### config.mk
export PLATFORM = sky130hd
export DESIGN_NAME = icache_fetch_arbiter
export DESIGN_NICKNAME = d
export VERILOG_FILES = /design/src/rtl/icache_fetch_arbiter.sv
export SDC_FILE = /design/constraint.sdc
export NUM_CORES = 1
export LEC_CHECK = 0
export BUFFER_PORTS_ARGS = -buffer_cell sky130_fd_sc_hd__buf_2
export CORE_ASPECT_RATIO = 1.4
export CORE_MARGIN = 4
export CORE_UTILIZATION = 51
export DETAILED_ROUTE_END_ITERATION = 6
export GPL_TIMING_DRIVEN = 0
export MAX_ROUTING_LAYER = met4
export PLACE_DENSITY = 0.86
export SYNTH_ARGS = -nofsm -noshare
export SYNTH_HDL_FRONTEND = slang
export SYNTH_SLANG_ARGS = --single-unit
### constraint.sdc
create_clock -name clk -period 3.1 [get_ports clk]
set_input_delay 0.31 -clock clk [delete_from_list [all_inputs] [get_ports clk]]
set_output_delay 0.31 -clock clk [all_outputs]
set_load 0.005 [all_outputs]
### src/rtl/icache_fetch_arbiter.sv
// Round-robin arbiter sharing one I-cache fetch port between two instruction fetch units.
// Keeps one fetch in flight; a jump cancels that fetch so its response is never forwarded.
module icache_fetch_arbiter #(
  parameter int ADDR_W      = 32,
  parameter int INST_W      = 32,
  parameter int TIMEOUT_CYC = 64
) (
  input  logic              clk,
  input  logic              reset_n,
  input  logic              way0_request_i,
  input  logic [ADDR_W-1:0] way0_instAddr_i,
  output logic              way0_dataOk_o,
  output logic [INST_W-1:0] way0_inst_o,
  input  logic              way1_request_i,
  input  logic [ADDR_W-1:0] way1_instAddr_i,
  output logic              way1_dataOk_o,
  output logic [INST_W-1:0] way1_inst_o,
  input  logic              jumpFlag_i,
  output logic              icache_request_o,
  output logic [ADDR_W-1:0] icache_addr_o,
  input  logic              icache_dataOk_i,
  input  logic [INST_W-1:0] icache_inst_i,
  output logic              grant_o,
  output logic              timeout_o
);

  localparam int CNT_W = $clog2(TIMEOUT_CYC + 1);
  localparam logic [CNT_W-1:0] CNT_MAX = CNT_W'(TIMEOUT_CYC);

  typedef enum logic [1:0] {IDLE, BUSY, DRAIN} state_t;

  state_t            state_reg, state_next;
  logic              grant_reg, grant_next;
  logic              ptr_reg, ptr_next;
  logic [ADDR_W-1:0] addr_reg, addr_next;
  logic [CNT_W-1:0]  cnt_reg, cnt_next;
  logic              timeout_reg, timeout_next;
  logic [INST_W-1:0] inst0_reg, inst1_reg;
  logic              fwd0, fwd1;
  logic              sel;

  always_ff @(posedge clk or negedge reset_n) begin
    if (!reset_n) begin
      state_reg   <= IDLE;
      grant_reg   <= 1'b0;
      ptr_reg     <= 1'b0;
      addr_reg    <= '0;
      cnt_reg     <= '0;
      timeout_reg <= 1'b0;
      inst0_reg   <= '0;
      inst1_reg   <= '0;
    end else begin
      state_reg   <= state_next;
      grant_reg   <= grant_next;
      ptr_reg     <= ptr_next;
      addr_reg    <= addr_next;
      cnt_reg     <= cnt_next;
      timeout_reg <= timeout_next;
      if (fwd0) inst0_reg <= icache_inst_i;
      if (fwd1) inst1_reg <= icache_inst_i;
    end
  end

  always_comb begin
    state_next = state_reg;
    grant_next = grant_reg;
    ptr_next   = ptr_reg;
    addr_next  = addr_reg;
    cnt_next   = cnt_reg;
    fwd0       = 1'b0;
    fwd1       = 1'b0;
    // Priority way wins if it requests, otherwise the other way.
    if (ptr_reg) sel = way1_request_i ? 1'b1 : 1'b0;
    else         sel = way0_request_i ? 1'b0 : 1'b1;

    case (state_reg)
      IDLE: begin
        if (!jumpFlag_i && (way0_request_i || way1_request_i)) begin
          state_next = BUSY;
          grant_next = sel;
          addr_next  = sel ? way1_instAddr_i : way0_instAddr_i;
          cnt_next   = '0;
        end
      end
      BUSY: begin
        if (cnt_reg != CNT_MAX) cnt_next = cnt_reg + 1'b1;
        if (icache_dataOk_i) begin
          state_next = IDLE;
          ptr_next   = ~grant_reg;
          // A way that dropped its request mid-fetch no longer wants the data.
          if (!jumpFlag_i) begin
            fwd0 = !grant_reg && way0_request_i;
            fwd1 = grant_reg && way1_request_i;
          end
        end else if (jumpFlag_i) begin
          state_next = DRAIN;
        end
      end
      DRAIN: begin
        if (cnt_reg != CNT_MAX) cnt_next = cnt_reg + 1'b1;
        if (icache_dataOk_i) begin
          state_next = IDLE;
          ptr_next   = ~grant_reg;
        end
      end
      default: state_next = IDLE;
    endcase

    timeout_next = timeout_reg | (cnt_next == CNT_MAX);
  end

  assign icache_request_o = (state_reg != IDLE);
  assign icache_addr_o    = addr_reg;
  assign grant_o          = grant_reg;
  assign timeout_o        = timeout_reg;
  assign way0_dataOk_o    = fwd0;
  assign way1_dataOk_o    = fwd1;
  assign way0_inst_o      = fwd0 ? icache_inst_i : inst0_reg;
  assign way1_inst_o      = fwd1 ? icache_inst_i : inst1_reg;

endmodule

==> impl_metrics.env <==
export IMPL_slew_viol_final=0
export IMPL_numCtsBuffers=9
export IMPL_num_io_pins=203
export IMPL_vdd_ir_drop_max_uv=563
export IMPL_ctsLongestPathBuffers=2
export IMPL_grt_setup_unrepaired="false"
export IMPL_criticalPathCategory="flop to output port"
export IMPL_grt_max_degree=63
export IMPL_final_cell_area_mm2=0.00611
export IMPL_worst_pin_slew_ps=640
export IMPL_drt_vias_per_instance=5.24
export IMPL_crit_path_end_kind="output port"
export IMPL_seq_area_frac_synth=0.586
export IMPL_maxCapViolCount=0
export IMPL_hp_class="input pin to flop"
export IMPL_clk_latency_ps=350
export IMPL_grt_pass1_wl_um=18400
export IMPL_critPathMaxFanout=10
export IMPL_yosysMostFrequentCell="dfrtp_1"
export IMPL_crit_required_ps=2790
export IMPL_fmax_ghz=0.350
export IMPL_grt_pass1_vias=3876
export IMPL_cellLeakagePower_nw=3.25
export IMPL_synthCells=362
export IMPL_antenna_found_initial=1
export IMPL_yosysUniqueCellTypes=40
export IMPL_slew_headroom=0.571
export IMPL_synth_area_mm2=0.00461
export IMPL_ys_ff_latch=108
export IMPL_vias=3605
export IMPL_setup_viol=0
export IMPL_drtIter0Drc=111
export IMPL_fp_row_count=40
export IMPL_io_buffers=202
export IMPL_stdcell_count=688
export IMPL_period_share=0.922
export IMPL_wl_um=11800
export IMPL_synth_top_area_cell="dfrtp_1"
export IMPL_clock_root_buffer="clkbuf_16"
export IMPL_finalNetCount=685
export IMPL_async_flop_share=1.00
export IMPL_status="finished clean"
export IMPL_cts_setup_buffers=0
export IMPL_dieArea_mm2=0.0106
export IMPL_clock_sinks=108
export IMPL_core_area_mm2=0.00871
export IMPL_drive_gt1_frac=0.517
export IMPL_final_util=0.702
export IMPL_synth_commonest_cells="dfrtp_1, mux2_2, nand2_1"
export IMPL_track_usage=0.231
export IMPL_fin_ws_ps=241
export IMPL_post_place_cells=670
export IMPL_wl_per_cell_um=17.2
export IMPL_synth_edff_count=0
export IMPL_drc=0
export IMPL_finalSetupTns_ps=0
export IMPL_die_x_um=88.3
export IMPL_start_kind="flop"
export IMPL_placed_area_mm2=0.00578
export IMPL_cts_max_level=3
export IMPL_clkTransAtPathRegs_ps=80
export IMPL_syn_num_nets=470
export IMPL_clock_skew_ps=9.42
export IMPL_ys_flop_type="dfrtp_1"
export IMPL_hpwl_um=9310
export IMPL_hold_viol=0
export IMPL_antenna_left=0
export IMPL_powerDensity_mw_per_mm2=912
export IMPL_cts_tree="done"
export IMPL_drt_first_pass_iters=4
export IMPL_gr_total_overflow=0
export IMPL_initial_core_util=0.529
export IMPL_die_y_um=120
export IMPL_ys_warnings_count=0
export IMPL_dp_slack_ps=544
export IMPL_critPathArrivalTime_ps=2550
export IMPL_period_needed_ps=2860
export IMPL_synth_area_leaders="dfrtp_1, mux2_2, mux2i_1"
export IMPL_avgSynthCellArea_um2=12.7
export IMPL_place_congestion=0.860
export IMPL_syn_to_final_growth_pct=32.6
export IMPL_synth_top_area_frac=0.586
-- power by group --
| part | internal [mW] | switching, mW |
|---|---|---|
| Sequential | 2.00 | 0.263 |
| Clock | 0.648 | 0.548 |
| Combinational | 1.03 | 1.09 |
-- kinds of logic (layout without fill, tap and decap cells) --
family | Yosys count | count (layout) | synth area share
fa+ha+maj | 6 | 6 | 0.0163
xor+xnor | 2 | 2 | 0.00380
other cells | 0 | 1 | 0
buf+inv | 25 | 245 | 0.0231
simple gates | 66 | 66 | 0.0652
compound gates | 58 | 58 | 0.0763
flops | 108 | 108 | 0.586
mux | 97 | 97 | 0.229
-- repair_timing --
action                                  4_1_cts  5_1_grt
hold buffers                                  1        0
endpoints found under the setup margin        0       11
endpoints found under the hold margin        23        0
gates resized for setup                       0        1
-- worst max-delay path, cell delays in order, from the launching register on --
cell and delay (ps):
dfrtp_1 420, inv_1 100, ha_1 170, nor2b_1 190, nand2_1 110, nor3_2 340, buf_2 360, mux2_2 390
buf_2 130
-- final timing paths --
check                                 start          endpoint  slack (ps)  cells past startpoint
setup / recovery               state_reg[1]   way0_inst_o[17]         240                      8
hold / removal             icache_inst_i[5]      inst0_reg[5]         220                      2
setup reg to reg               state_reg[1]     inst0_reg[17]         900                      7
hold reg to reg            icache_addr_o[3]  icache_addr_o[3]         480                      2
max in group asynchronous           reset_n      state_reg[0]        1860                      3
min in group asynchronous           reset_n     inst0_reg[10]         510                      2
-- area by class of cell --
type | count | area (um^2)
Antenna cell | 1 | 2.50
Buffer | 18 | 80.1
Clock buffer | 9 | 225
Clock inverter | 7 | 91.3
Fill cell | 652 | 2600
Inverter | 7 | 26.3
Multi-Input combinational cell | 229 | 1800
Sequential cell | 108 | 2700
Tap cell | 105 | 131
Timing Repair Buffer | 204 | 1050
-- layer usage --
metal,global-route usage,vias up,routed length (um)
li1,-,1697,-
met1,0.240,1749,4130
met2,0.420,139,6730
met3,0.0389,20,718
met4,0.0936,0,248
met5,-,-,0
-- layout by cell type, fill, tap and decap left out, types with 2 or more instances in the layout --
cell,Yosys,routed
a221o_1,2,2
nand2_1,43,43
clkbuf_1,8,8
ha_1,6,6
nor2_1,7,6
inv_6,0,3
mux2i_1,32,32
dfrtp_1,108,108
o21ai_0,40,40
buf_2,10,211
clkbuf_16,0,9
inv_1,7,7
mux2_2,64,64
nand3_1,2,2
nor3_1,2,2
nor3b_1,2,2
nand2b_1,2,2
a21oi_1,3,3
-- per-stage QoR --
step / hold slack, ps / total power [mW]
floorplan: 14.4 / 3.38
global placement: 458 / 4.28
detailed placement: 370 / 4.43
CTS: 210 / 5.63
global route: 223 / 5.95
finish: 222 / 5.58
No activity file was read; power rests on OpenSTA's default activity.
